File: src/rtl/pc_sequencer.sv
// Program counter and fetch sequencer: picks the next fetch address each cycle and
// handles stall, halt/resume, exception entry and misaligned-redirect trapping.
module pc_sequencer #(
    parameter logic [31:0] RESET_PC   = 32'h0000_0000,
    parameter logic [31:0] EXC_VECTOR = 32'h8000_0180
) (
    input  logic        Clk,
    input  logic        Reset,
    input  logic        Stall,
    input  logic        BranchTaken,
    input  logic [31:0] BranchTarget,
    input  logic        Jump,
    input  logic [31:0] JumpTarget,
    input  logic        JumpReg,
    input  logic [31:0] JumpRegTarget,
    input  logic        Exception,
    input  logic [31:0] ExcPC,
    input  logic        Halt,
    input  logic        Resume,
    output logic [31:0] PC,
    output logic [31:0] PCPlus4,
    output logic        FetchValid,
    output logic        Flush,
    output logic [31:0] EPC,
    output logic        AddrErr,
    output logic        Halted
);

    typedef enum logic {RUN, HALT} state_t;

    state_t      r_state, w_state_nxt;
    logic [31:0] r_pc, w_pc_nxt;
    logic [31:0] r_epc, w_epc_nxt;
    logic        r_flush, w_flush_nxt;
    logic        r_addr_err, w_addr_err_nxt;
    logic        w_redirect;
    logic [31:0] w_target;

    assign PCPlus4 = r_pc + 32'h4;

    // Redirect source priority below exception: JR, then J, then taken branch.
    always_comb begin
        w_redirect = 1'b1;
        w_target   = PCPlus4;
        if (JumpReg)          w_target = JumpRegTarget;
        else if (Jump)        w_target = JumpTarget;
        else if (BranchTaken) w_target = BranchTarget;
        else                  w_redirect = 1'b0;
    end

    always_comb begin
        w_state_nxt    = r_state;
        w_pc_nxt       = r_pc;
        w_epc_nxt      = r_epc;
        w_flush_nxt    = 1'b0;
        w_addr_err_nxt = 1'b0;
        if (Exception) begin
            // Taken in either state and even while stalled.
            w_pc_nxt    = EXC_VECTOR;
            w_epc_nxt   = ExcPC;
            w_flush_nxt = 1'b1;
            w_state_nxt = RUN;
        end else if (r_state == HALT) begin
            if (Resume) w_state_nxt = RUN;
        end else if (!Stall) begin
            if (Halt) begin
                w_pc_nxt    = PCPlus4;
                w_state_nxt = HALT;
            end else if (w_redirect) begin
                w_flush_nxt = 1'b1;
                if (w_target[1:0] != 2'b00) begin
                    w_pc_nxt       = EXC_VECTOR;
                    w_epc_nxt      = w_target;
                    w_addr_err_nxt = 1'b1;
                end else begin
                    w_pc_nxt = w_target;
                end
            end else begin
                w_pc_nxt = PCPlus4;
            end
        end
    end

    always_ff @(posedge Clk or posedge Reset) begin
        if (Reset) begin
            r_state    <= RUN;
            r_pc       <= RESET_PC;
            r_epc      <= 32'h0;
            r_flush    <= 1'b0;
            r_addr_err <= 1'b0;
        end else begin
            r_state    <= w_state_nxt;
            r_pc       <= w_pc_nxt;
            r_epc      <= w_epc_nxt;
            r_flush    <= w_flush_nxt;
            r_addr_err <= w_addr_err_nxt;
        end
    end

    assign PC         = r_pc;
    assign EPC        = r_epc;
    assign Flush      = r_flush;
    assign AddrErr    = r_addr_err;
    assign Halted     = (r_state == HALT);
    assign FetchValid = (r_state == RUN);

endmodule

File: config.mk
export PLATFORM = sky130hd
export DESIGN_NAME = pc_sequencer
export DESIGN_NICKNAME = d
export VERILOG_FILES = /design/src/rtl/pc_sequencer.sv
export SDC_FILE = /design/constraint.sdc
export NUM_CORES = 1
export LEC_CHECK = 0
export ABC_AREA = 1
export CAP_MARGIN = 0
export CORE_UTILIZATION = 40
export DETAILED_ROUTE_END_ITERATION = 6
export PLACE_DENSITY_LB_ADDON = 0.05
export SLEW_MARGIN = 25
export SYNTH_ARGS = -nofsm -noshare
export SYNTH_HDL_FRONTEND = slang
export SYNTH_SLANG_ARGS = --single-unit
export TNS_END_PERCENT = 1
File: constraint.sdc
create_clock -name Clk -period 3.7 [get_ports Clk]
set_clock_uncertainty 0.15 [all_clocks]
set_input_delay 1.11 -clock Clk [delete_from_list [all_inputs] [get_ports Clk]]
set_output_delay 1.11 -clock Clk [all_outputs]
set_load 0.005 [all_outputs]
After elaboration in Yosys (flattened, before gate mapping)
Index checks and enable logic that the tools add are counted.
Widths: inputs -> output; s select.
- register bits after elaboration: 67
- bits in latches: 0
- RAM bits: 0
- memory bits (read-only): 0
- input bits: 137
- output and inout port bits: 100
- word-level logic and storage cells: 49
- memories: 0
- add/subtract/negate cells: 1
- $mul: 0
- div/mod/pow operators: 0
- order comparisons: 0
- eq/ne operators: 3
- shift-type cells: 0
- mux-type cells: 34
- bitwise operators: 1
- reduce and logical (&&, ||, !) cells: 5
- operator list (cell ; number):
    $mux 32 ; 15
    $add 32x3->32 const B ; 1
    $mux 1 ; 19
    $reduce_bool 2->1 ; 3
    $reduce_and 5->1 ; 1
    $ne 2x2->1 const B ; 2
    $ne 2x1->1 const B ; 1
    $reduce_and 2->1 ; 1
    $not 1->1 ; 1

Longest topological paths before layout
- depth after elaboration: 11
- depth in mapped cells: 15
- gate-level depth less buffers: 14

Worst setup path before layout
OpenSTA, ideal clock, no wires.
- path kind: register -> output
- start: register r_pc[2], in the netlist PC[2]
- end: output PCPlus4[30]
- arrival time: 1.326 ns
- data required time: 2.440 ns
- slack: 1.114 ns
- cell stages (with the launch flop): 9
- buffers on the path: 1
- cells stage by stage: dfrtp_1 ha_1 nand2_2 nor2_4 nand2_4 nor2_4 buf_6 nand3b_1 nand2_2
- word-level cells in the longest chain between the ends: 1
- ends and longest elaborated chain (what ; RTL line ; source):
    start: declaration ; 32 ; logic [31:0] r_pc, w_pc_nxt;
    start signal: assignment ; 93 ; r_pc <= w_pc_nxt;
    $add 32x3->32 ; 39 ; assign PCPlus4 = r_pc + 32'h4;
    end: declaration ; 21 ; output logic [31:0] PCPlus4,
No other way between the ends.

Final worst setup path
- start: register r_pc[2], in the netlist PC[2]
- end: output PCPlus4[14]
The elaborated chain is that of the path after synthesis.

==> metrics.txt <==
Die H=115 um; TritonCTS clock tree=done; row count=40; via/cell ratio=5.21; worst slew margin relative to its limit=60.8%; Synth Area per Inst=6.17 um^2; Setup CP Type=reg -> out; Clock Latency Late Sink=0.33 ns; register area share after synthesis=32.8%; Hold EP=EPC[10]; synthesized flop and latch total=67; Final Hold Fails=0; largest net degree at the start of global routing=42; dpl cells=1210; Max VDD drop=0.202 mV; synth-to-layout area growth=56.8%; synth top area cells=dfrtp_1 (33%), nand2_1 (24%), nand3_1 (8.4%); post-synthesis cell type count=35; Final ANT Viol Nets=0; nets@finish=1192; Gate Count Post-Synth=827; IO buf count=236; Boundary Pins=237; synthesized area=5100 um^2; Final Util=65.5%; Design Area, Final=8000 um^2; WP data arrival=2.34 ns; run status=complete, no violations; Reg2Reg Depth=13; Vias=6382; pins over their slew limit=0; Least-Margin Pin Slew=0.587 ns; clk sinks=67; GR Overflow Total=0; final worst-path cycle share=97.4%; Lkg Pwr=0.00364 uW; WL/cell=17.6 um; crit-path max FO=11; Critical Path Source Type=flop; post-synth top area cell=dfrtp_1; Fillers=1157; Routability Congestion=0.980; Layout Cells excl Fill=1226; vias in the first global route=5682; Hold Crit Start=EPC[10]; Mapped Nets=965; most frequent cells in the layout=nand2_1 (331), clkdlybuf4s50_1 (234), nor2_1 (89); DRT Wirelength=21500 um; DP Area=7660 um^2; CTS Buffer Depth=2; Worst Setup End Kind=output port; Die Area=13200 um^2; # setup viols final=0; reg-to-reg slack, setup=1.41 ns; synth warn=0; power per cell area=286 nW/um^2; commonest non-fill, non-tap cell in the layout=nand2_1; Starting DRT DRC Count=580; ANT cells=0; f_max=277 MHz; global-route wire length before repair=32400 um; R2R Path Start=PC[2]; Max-cap violations=0; 1st-pass router iterations=5; Worst Path Required=2.44 ns; share of cells above drive strength 1=7.75%; initial antenna violation count=0; Final Hold Slack=0.342 ns; initial core utilization=41.8%; Residual DRC=0; top cell type's share of synthesized area=32.8%; htree depth=3; hold path depth=2; TritonCTS Buffers=9; Die X=115 um; dpl hpwl=16800 um; Final Critical Period=3.60 ns; clock transition at the registers of the reported paths=0.05 ns; HP Class=reg -> reg; CTS root buf=clkbuf_16; RSZ-0062 raised after global routing=yes; total track usage=32.9%; Design Power=2290 uW; Core Area=12200 um^2; Reg-to-Reg End=PC[14]; CTS hold repair buffers=0
[cells by family (layout without fill, tap and decap cells)]
logic type                 count (synthesis)  count (layout)  synth area share, %
DFF                                       67              67                 32.8
adders and majority gates                  1               1                0.245
xor gates and xnor gates                  11              11                 2.03
buffers and inverters                     94             325                 7.67
and+or+nand+nor                          551             551                 45.8
AOI/OAI and AO/OA                        103             103                 11.4
[power breakdown]
part           internal [uW]  switching, uW  leakage, uW  total (uW)
Combinational            329            284      0.00264         613
Clock                    553            299     0.000146         853
Sequential               784           39.2     0.000856         823
Total                   1670            622      0.00364        2290
[registers in the layout (all words and copies together), names as in the netlist]
signal and count:
Halted 1, AddrErr 1, PC 32, Flush 1, EPC 32
[final cells by class]
class / count / area [um^2] / area share [%]
clock inverters: 2 / 35.0 / 0.438
multi-input cells: 666 / 3060 / 38.2
well taps: 168 / 210 / 2.63
flip-flops and latches: 67 / 1680 / 21.0
repair buffers: 256 / 2560 / 32.0
clock buffers: 13 / 260 / 3.25
inverters: 54 / 203 / 2.53
[what timing repair did]
item	4_1_cts	5_1_grt
pin swaps	1	0
resized for setup	0	6
setup buffers	1	0
endpoints found under the setup margin	1	14
[metrics by stage]
step	setup slack [ns]	setup TNS [ns]
floorplan	0.757	0
global placement	0.376	0
detailed placement	0.353	0
CTS	0.0400	0
global route	-0.0250	-0.0250
finish	0.0961	0
[worst max-delay path by stage]
stage           from     endpoint  slack, ns  cells after the start
3_3_place_gp   PC[2]  PCPlus4[30]       0.38                      8
6_report       PC[2]  PCPlus4[14]        0.1                      8
3_5_place_dp   PC[2]  PCPlus4[30]       0.35                      8
5_1_grt        PC[3]  PCPlus4[14]      -0.03                      8
4_1_cts        PC[2]  PCPlus4[14]       0.04                      8
2_1_floorplan  Reset      AddrErr       0.76                      1
[worst max-delay path, stage by stage, from the launching register on]
cell	delay [ns]
dfrtp_2	0.43
ha_2	0.20
nand2_2	0.09
nor2_4	0.14
nand2_4	0.09
nor2_4	0.13
buf_12	0.14
xor2_2	0.24
clkdlybuf4s50_1	0.55
[cell usage after synthesis (all sizes together)]
master / number
o32ai: 1
a21oi: 40
nand3b: 8
a21o: 1
clkbuf: 22
o22ai: 2
or2: 19
o21bai: 2
inv: 54
a211oi: 2
a22oi: 2
dfrtp: 67
xor2: 8
ha: 1
xnor2: 3
o211ai: 11
buf: 18
nor3: 1
nand3: 86
nor2: 100
and2: 1
o21ai: 42
nand2: 336
[metal layers]
| layer | global-route usage, % | share of wire [%] | vias to the layer above |
|---|---|---|---|
| met1 | 48.7 | 46 | 2942 |
| met4 | 10.3 | 2.0 | 0 |
| met2 | 48.1 | 43 | 311 |
| met5 | 0 | 0 | - |
| met3 | 6.17 | 9.1 | 33 |
| li1 | - | - | 3096 |
Note: power is estimated with default switching activity, not from simulation.
